--- src/rtl/bullet_hit_detector_if.sv ---
// Hit delivery channel from the hit detector to the enemy manager.
// valid/ready: a hit transfers on every clock where hit_valid && hit_ready;
// the producer holds hit_col/hit_row stable while hit_valid && !hit_ready,
// and hit_valid never depends combinationally on hit_ready.
interface bullet_hit_detector_if;
    logic        hit_valid;
    logic        hit_ready;
    logic [11:0] hit_col;
    logic [10:0] hit_row;

    modport master (output hit_valid, output hit_col, output hit_row, input hit_ready);
    modport slave  (input hit_valid, input hit_col, input hit_row, output hit_ready);
endinterface

--- src/rtl/bullet_hit_detector.sv ---
// Bullet/enemy pixel coincidence detector. During the display scan each
// overlapping pixel is queued as a (row, col) hit and counted in a saturating
// score; during the calc phase queued hits drain over the hit channel.
module bullet_hit_detector #(
    parameter int DEPTH   = 16,
    parameter int ADDR_W  = 4,
    parameter int SCORE_W = 16
) (
    input  logic               clock,
    input  logic               reset,
    input  logic               hardReset,
    input  logic               calc,
    input  logic [24:0]        bullet_color,
    input  logic               enemy_pixel,
    input  logic [11:0]        display_col,
    input  logic [10:0]        display_row,
    bullet_hit_detector_if.master hit_if,
    output logic [SCORE_W-1:0] score,
    output logic               hit_overflow,
    output logic [1:0]         dbg_state
);

    typedef enum logic [1:0] {
        ST_SCAN  = 2'd0,
        ST_DRAIN = 2'd1,
        ST_DONE  = 2'd2
    } state_e;

    localparam logic [ADDR_W:0] FULL_CNT = (ADDR_W + 1)'(DEPTH);

    state_e               state_q, state_d;
    logic [11:0]          col_d_q;
    logic [10:0]          row_d_q;
    logic [ADDR_W-1:0]    wr_ptr_q, wr_ptr_d;
    logic [ADDR_W-1:0]    rd_ptr_q, rd_ptr_d;
    logic [ADDR_W:0]      count_q, count_d;
    logic [SCORE_W-1:0]   score_q, score_d;
    logic                 ovf_q, ovf_d;
    logic [22:0]          mem_q [DEPTH];

    logic                 hit;
    logic                 fifo_full;
    logic                 fifo_empty;
    logic                 push;
    logic                 drop;
    logic                 pop;
    logic                 valid;
    logic [22:0]          head;

    // Colour bits are carried by the renderer but irrelevant to hit detection.
    logic                 unused_color;
    assign unused_color = ^bullet_color[24:1];

    // Hit qualification, FIFO status and handshake, all from registered state.
    always_comb begin
        hit        = bullet_color[0] & enemy_pixel;
        fifo_full  = (count_q == FULL_CNT);
        fifo_empty = (count_q == '0);
        push       = (state_q == ST_SCAN) && hit && !fifo_full;
        drop       = (state_q == ST_SCAN) && hit && fifo_full;
        valid      = (state_q == ST_DRAIN) && !fifo_empty;
        pop        = valid && hit_if.hit_ready;
        head       = mem_q[rd_ptr_q];
    end

    // Next-state for the phase FSM, FIFO pointers, score and overflow flag.
    always_comb begin
        state_d  = state_q;
        wr_ptr_d = wr_ptr_q;
        rd_ptr_d = rd_ptr_q;
        count_d  = count_q;
        score_d  = score_q;
        ovf_d    = ovf_q;

        case (state_q)
            ST_SCAN: begin
                if (calc) state_d = ST_DRAIN;
            end
            ST_DRAIN: begin
                // Leaving early keeps undelivered hits for the next frame.
                if (!calc) begin
                    state_d = ST_SCAN;
                    ovf_d   = 1'b0;
                end else if (fifo_empty) begin
                    state_d = ST_DONE;
                end
            end
            ST_DONE: begin
                if (!calc) begin
                    state_d = ST_SCAN;
                    ovf_d   = 1'b0;
                end
            end
            default: state_d = ST_SCAN;
        endcase

        // Push (SCAN only) and pop (DRAIN only) are mutually exclusive.
        if (push) begin
            wr_ptr_d = wr_ptr_q + ADDR_W'(1);
            count_d  = count_q + (ADDR_W + 1)'(1);
            if (score_q != '1) score_d = score_q + SCORE_W'(1);
        end
        if (drop) ovf_d = 1'b1;
        if (pop) begin
            rd_ptr_d = rd_ptr_q + ADDR_W'(1);
            count_d  = count_q - (ADDR_W + 1)'(1);
        end

        // Game restart wins over everything except reset.
        if (hardReset) begin
            wr_ptr_d = '0;
            rd_ptr_d = '0;
            count_d  = '0;
            score_d  = '0;
            ovf_d    = 1'b0;
            state_d  = calc ? ST_DONE : ST_SCAN;
        end
    end

    // State and control registers, plus the one-cycle coordinate delay that
    // lines scan position up with the registered renderer output.
    always_ff @(posedge clock) begin
        if (reset) begin
            state_q  <= ST_SCAN;
            col_d_q  <= '0;
            row_d_q  <= '0;
            wr_ptr_q <= '0;
            rd_ptr_q <= '0;
            count_q  <= '0;
            score_q  <= '0;
            ovf_q    <= 1'b0;
        end else begin
            state_q  <= state_d;
            col_d_q  <= display_col;
            row_d_q  <= display_row;
            wr_ptr_q <= wr_ptr_d;
            rd_ptr_q <= rd_ptr_d;
            count_q  <= count_d;
            score_q  <= score_d;
            ovf_q    <= ovf_d;
        end
    end

    // Hit storage; contents need no reset because the pointers define validity.
    always_ff @(posedge clock) begin
        if (push) mem_q[wr_ptr_q] <= {row_d_q, col_d_q};
    end

    // Head is masked to zero when empty so coordinates read 0 out of reset.
    assign hit_if.hit_valid = valid;
    assign hit_if.hit_col   = fifo_empty ? 12'd0 : head[11:0];
    assign hit_if.hit_row   = fifo_empty ? 11'd0 : head[22:12];
    assign score            = score_q;
    assign hit_overflow     = ovf_q;
    assign dbg_state        = state_q;

endmodule

--- src/flat_wrapper.sv ---
// flat-port wrapper written by rule: the top's interface ports become plain ports
module bullet_hit_detector_flat 
#(
    parameter int DEPTH   = 16,
    parameter int ADDR_W  = 4,
    parameter int SCORE_W = 16
)
  (clock, reset, hardReset, calc, bullet_color, enemy_pixel, display_col, display_row, score, hit_overflow, dbg_state, hit_if_hit_valid, hit_if_hit_col, hit_if_hit_row, hit_if_hit_ready);
  bullet_hit_detector_if hit_if_i ();
  input  logic clock;
  input  logic reset;
  input  logic hardReset;
  input  logic calc;
  input  logic [24:0] bullet_color;
  input  logic enemy_pixel;
  input  logic [11:0] display_col;
  input  logic [10:0] display_row;
  output logic [SCORE_W-1:0] score;
  output logic hit_overflow;
  output logic [1:0] dbg_state;
  output wire logic [$bits(hit_if_i.hit_valid)-1:0] hit_if_hit_valid;
  output wire logic [$bits(hit_if_i.hit_col)-1:0] hit_if_hit_col;
  output wire logic [$bits(hit_if_i.hit_row)-1:0] hit_if_hit_row;
  input wire logic [$bits(hit_if_i.hit_ready)-1:0] hit_if_hit_ready;
  assign hit_if_hit_valid = hit_if_i.hit_valid;
  assign hit_if_hit_col = hit_if_i.hit_col;
  assign hit_if_hit_row = hit_if_i.hit_row;
  assign hit_if_i.hit_ready = hit_if_hit_ready;
  bullet_hit_detector #(.DEPTH(DEPTH), .ADDR_W(ADDR_W), .SCORE_W(SCORE_W)) u_core (.clock(clock), .reset(reset), .hardReset(hardReset), .calc(calc), .bullet_color(bullet_color), .enemy_pixel(enemy_pixel), .display_col(display_col), .display_row(display_row), .hit_if(hit_if_i), .score(score), .hit_overflow(hit_overflow), .dbg_state(dbg_state));
endmodule
--- config.mk ---
export PLATFORM = sky130hd
export DESIGN_NAME = bullet_hit_detector_flat
export DESIGN_NICKNAME = d
export VERILOG_FILES = /design/src/rtl/bullet_hit_detector_if.sv /design/src/rtl/bullet_hit_detector.sv /design/src/flat_wrapper.sv
export SDC_FILE = /design/constraint.sdc
export NUM_CORES = 1
export LEC_CHECK = 0
export ABC_CLOCK_PERIOD_IN_PS = 6260
export CAP_MARGIN = 20
export CORE_ASPECT_RATIO = 0.6
export CORE_UTILIZATION = 54
export DETAILED_ROUTE_END_ITERATION = 8
export DONT_BUFFER_PORTS = 1
export HOLD_SLACK_MARGIN = 0.05
export PLACE_DENSITY = 0.79
export SLEW_MARGIN = 15
export SYNTH_ARGS = -nofsm -noshare
export SYNTH_HDL_FRONTEND = slang
export SYNTH_SLANG_ARGS = --single-unit
--- constraint.sdc ---
create_clock -name clock -period 6.26 [get_ports clock]
set_input_delay 0.939 -clock clock [delete_from_list [all_inputs] [get_ports clock]]
set_output_delay 0.939 -clock clock [all_outputs]
set_load 0.05 [all_outputs]
==> summary.txt <==
# hold bufs at CTS: 0
Clock transition at path regs: 70 ps
clock sink count: 427
Max Cap Viol: 0
fraction of synthesis flops using an asynchronous set or reset pin: 0
number of warnings printed during yosys synthesis: 0
total power: 5.64 mW
clock root buffer: sky130_fd_sc_hd__clkbuf_16
type of the setup path with the least slack: reg2out
type of element capturing the critical path: output pin
EDFF count, synth: 368
HPWL after detailed placement: 18500 microns
via count: 8029
die footprint: 31200 sq um
proportion of synthesized chip area in sequential cells: 0.742
total gr overflow: 0
outcome: finished clean
final worst path period need: 4270 ps
predominant post-synthesis flop cell: sky130_fd_sc_hd__edfxtp_1
post-route non-filler standard cell count: 1305
data arrival at the endpoint of the critical path: 3330 ps
number of instances in the synthesized netlist: 845
post-route clock skew: 27.0 ps
Detailed Routing Iterations Pass 1: 4
post-route setup slack: 1990 ps
number of I/O port buffers: 0
total I/O pin count: 97
kind of start point of the critical path: flop
Die Span X: 228 microns
Max Freq: 234 MHz
total count of max-transition violations in the final report: 0
unrepaired setup endpoints after global routing: false
DR WL met3: 2450 microns
number of buffers on the longest clock path: 3
initial antenna violation count: 0
library cells used by synthesis: 50
count of standard-cell rows: 49
cell area after synthesis: 16500 sq um
effective utilization at floorplan: 0.550
Static Leak: 5.68 nW
hold slack final: 476 ps
First DRT Iteration DRCs: 911
worst slack at placement: 2480 ps
via density per instance: 6.15
fin nets: 934
worst slew margin relative to its limit: 0.215
Post-Syn Nets: 910
count of unresolved DRC violations after routing: 0
per-instance average area after synthesis: 19.5 sq um
highest routed layer: met4
diode count: 0
Worst-Margin Slew: 1190 ps
worst IR drop on VDD: 224 uV
Hold WC Path Type: in2reg
Die H: 137 microns
total routed wire length on the met1 layer: 14700 microns
number of global-route vias before repair: 8017
area delta synth->final: 11.4%
routability cong.: 0.760
area inside the core boundary: 30000 sq um
Inserted Clock Buffers: 37
latest clock arrival within the worst-skew pair: 540 ps
H-tree levels: 2
first-pass GRT wire length: 49400 microns
total track usage: 0.220
count of cells resized by post-cts repair: 0
Power Density: 307 nW/um^2
fraction of final layout cells sized beyond drive strength 1: 0.234
critical path peak fanout: 66
Placed Cells incl. Taps: 1238
Detail Route Antenna Nets: 0
Setup violations, final: 0
synthesis-stage register bit count: 427
Fin. Hold Viols: 0
final setup TNS: 0 ps
post-CTS setup repair buffer count: 0
data required time at the worst endpoint: 5320 ps
final critical-path share of the clock period: 0.683
met2 wire length: 14900 microns
average wire per cell in the routed design: 25.0 microns
clock tree from TritonCTS: done
Total Wirelength: 32600 microns
largest net degree at the start of global routing: 67
==> stage by stage <==
| step | area [sq um] | utilization |
|---|---|---|
| finish | 18400 | 0.612 |
| global route | 18400 | 0.612 |
| CTS | 18400 | 0.612 |
| detailed placement | 17100 | 0.569 |
| global placement | 17000 | 0.568 |
| floorplan | 16500 | - |
==> final cells by class <==
class | instances | area, sq um
clock buffers | 46 | 1020
clock inverters | 21 | 287
fillers | 2019 | 11600
inverters | 10 | 37.5
multi-input cells | 365 | 4040
flip-flops and latches | 427 | 12200
well taps | 408 | 510
repair buffers | 28 | 223
==> flip-flops by register name, summed over array words and instances (netlist names), named ones only <==
name and cells:
u_core.wr_ptr_q 4, u_core.hit_overflow 1, u_core.count_q 5, u_core.dbg_state 2, u_core.mem_q 368, u_core.score 16
u_core.rd_ptr_q 4, u_core.row_d_q 11, u_core.col_d_q 12
==> metal layers <==
metal	vias to the layer above	global-route usage
li1	3463	-
met1	4183	0.334
met2	333	0.338
met3	50	0.0363
met4	0	0.0533
met5	-	0
==> path summary, 6_finish.rpt <==
path | start | to | slack (ps) | cells past startpoint
max reg2reg | u_core.dbg_state[0]$_SDFFE_PP0P_ | u_core.mem_q[1][13]$_DFFE_PP_ | 2690 | 7
min reg2reg | u_core.rd_ptr_q[1]$_SDFFE_PP0P_ | flop | 560 | 2
max | flop | hit_if_hit_col[4] | 1990 | 4
min | reset | u_core.col_d_q[9]$_SDFF_PP0_ | 480 | 1
==> where the power goes <==
group | internal, mW | leakage [nW] | switching (mW)
sequential | 3.10 | 3.86 | 0.0384
combinational | 0.0229 | 1.18 | 0.0433
clock | 1.45 | 0.636 | 0.983
total | 4.58 | 5.68 | 1.06
==> logic make-up (layout without fill, tap and decap cells) <==
kind of cell    Yosys count  after routing  synth area share
mux                     143            143             0.157
fa+ha+maj                11             11           0.00835
xor+xnor                 16             16           0.00850
compound gates           68             68            0.0279
flops                   427            427             0.742
buf+inv                  53            105            0.0159
simple gates            127            127            0.0402
==> synthesized netlist by cell type, types with 2 or more instances <==
master / instances / area (sq um)
sky130_fd_sc_hd__ha_1: 11 / 138
sky130_fd_sc_hd__and3_1: 4 / 25.0
sky130_fd_sc_hd__a21oi_2: 2 / 17.5
sky130_fd_sc_hd__nor3_1: 5 / 25.0
sky130_fd_sc_hd__o21ai_1: 2 / 10.0
sky130_fd_sc_hd__or3_1: 4 / 25.0
sky130_fd_sc_hd__buf_1: 7 / 26.3
sky130_fd_sc_hd__clkbuf_1: 14 / 52.6
sky130_fd_sc_hd__nand3_1: 9 / 45.0
sky130_fd_sc_hd__o31a_1: 2 / 17.5
sky130_fd_sc_hd__xnor2_1: 6 / 52.6
sky130_fd_sc_hd__buf_4: 2 / 15.0
sky130_fd_sc_hd__mux4_2: 92 / 2070
sky130_fd_sc_hd__inv_1: 10 / 37.5
sky130_fd_sc_hd__nand2_1: 18 / 67.6
sky130_fd_sc_hd__o21ai_0: 7 / 35.0
sky130_fd_sc_hd__or4_1: 3 / 22.5
sky130_fd_sc_hd__or2_2: 2 / 12.5
sky130_fd_sc_hd__o21ai_2: 2 / 17.5
sky130_fd_sc_hd__mux2i_1: 51 / 510
sky130_fd_sc_hd__o211ai_1: 3 / 22.5
sky130_fd_sc_hd__dfxtp_1: 59 / 1180
sky130_fd_sc_hd__buf_2: 15 / 75.1
sky130_fd_sc_hd__nand4_1: 6 / 37.5
sky130_fd_sc_hd__o22ai_1: 23 / 144
sky130_fd_sc_hd__nand2b_1: 5 / 31.3
sky130_fd_sc_hd__nor2_1: 40 / 150
sky130_fd_sc_hd__edfxtp_1: 368 / 11100
sky130_fd_sc_hd__o21a_1: 2 / 15.0
sky130_fd_sc_hd__o31ai_1: 3 / 22.5
sky130_fd_sc_hd__xor2_1: 10 / 87.6
sky130_fd_sc_hd__buf_6: 5 / 56.3
sky130_fd_sc_hd__a21oi_1: 13 / 65.1
sky130_fd_sc_hd__nor2b_1: 24 / 150
==> worst max-delay path: stages, from the launching register on <==
cell                      delay, ps
sky130_fd_sc_hd__dfxtp_4       1020
sky130_fd_sc_hd__buf_4          500
sky130_fd_sc_hd__mux4_2         270
sky130_fd_sc_hd__mux2i_1         70
sky130_fd_sc_hd__o22ai_1        940
==> placed cells by master (no fill, tap or decap), types with 3 or more instances in the layout <==
master | Yosys | final
sky130_fd_sc_hd__edfxtp_1 | 368 | 368
sky130_fd_sc_hd__mux4_2 | 92 | 92
sky130_fd_sc_hd__dfxtp_1 | 59 | 56
sky130_fd_sc_hd__mux2i_1 | 51 | 51
sky130_fd_sc_hd__clkbuf_16 | 0 | 39
sky130_fd_sc_hd__nor2_1 | 40 | 28
sky130_fd_sc_hd__buf_4 | 2 | 27
sky130_fd_sc_hd__nor2b_1 | 24 | 24
sky130_fd_sc_hd__o22ai_1 | 23 | 22
sky130_fd_sc_hd__nand2_1 | 18 | 18
sky130_fd_sc_hd__a21oi_1 | 13 | 13
sky130_fd_sc_hd__nor2_2 | 0 | 12
sky130_fd_sc_hd__ha_1 | 11 | 11
sky130_fd_sc_hd__inv_1 | 10 | 10
sky130_fd_sc_hd__xor2_1 | 10 | 10
sky130_fd_sc_hd__nand3_1 | 9 | 9
sky130_fd_sc_hd__o21ai_0 | 7 | 7
sky130_fd_sc_hd__bufinv_16 | 0 | 7
sky130_fd_sc_hd__nand4_1 | 6 | 6
sky130_fd_sc_hd__xnor2_1 | 6 | 6
sky130_fd_sc_hd__nand2b_1 | 5 | 5
sky130_fd_sc_hd__clkinv_1 | 0 | 5
sky130_fd_sc_hd__clkinv_2 | 0 | 5
sky130_fd_sc_hd__clkbuf_1 | 14 | 5
sky130_fd_sc_hd__nor3_2 | 0 | 4
sky130_fd_sc_hd__and3_1 | 4 | 4
sky130_fd_sc_hd__or3_1 | 4 | 4
sky130_fd_sc_hd__o211ai_1 | 3 | 3
sky130_fd_sc_hd__o31ai_1 | 3 | 3
sky130_fd_sc_hd__or4_1 | 3 | 3
Power figures use the tool's default switching activity.
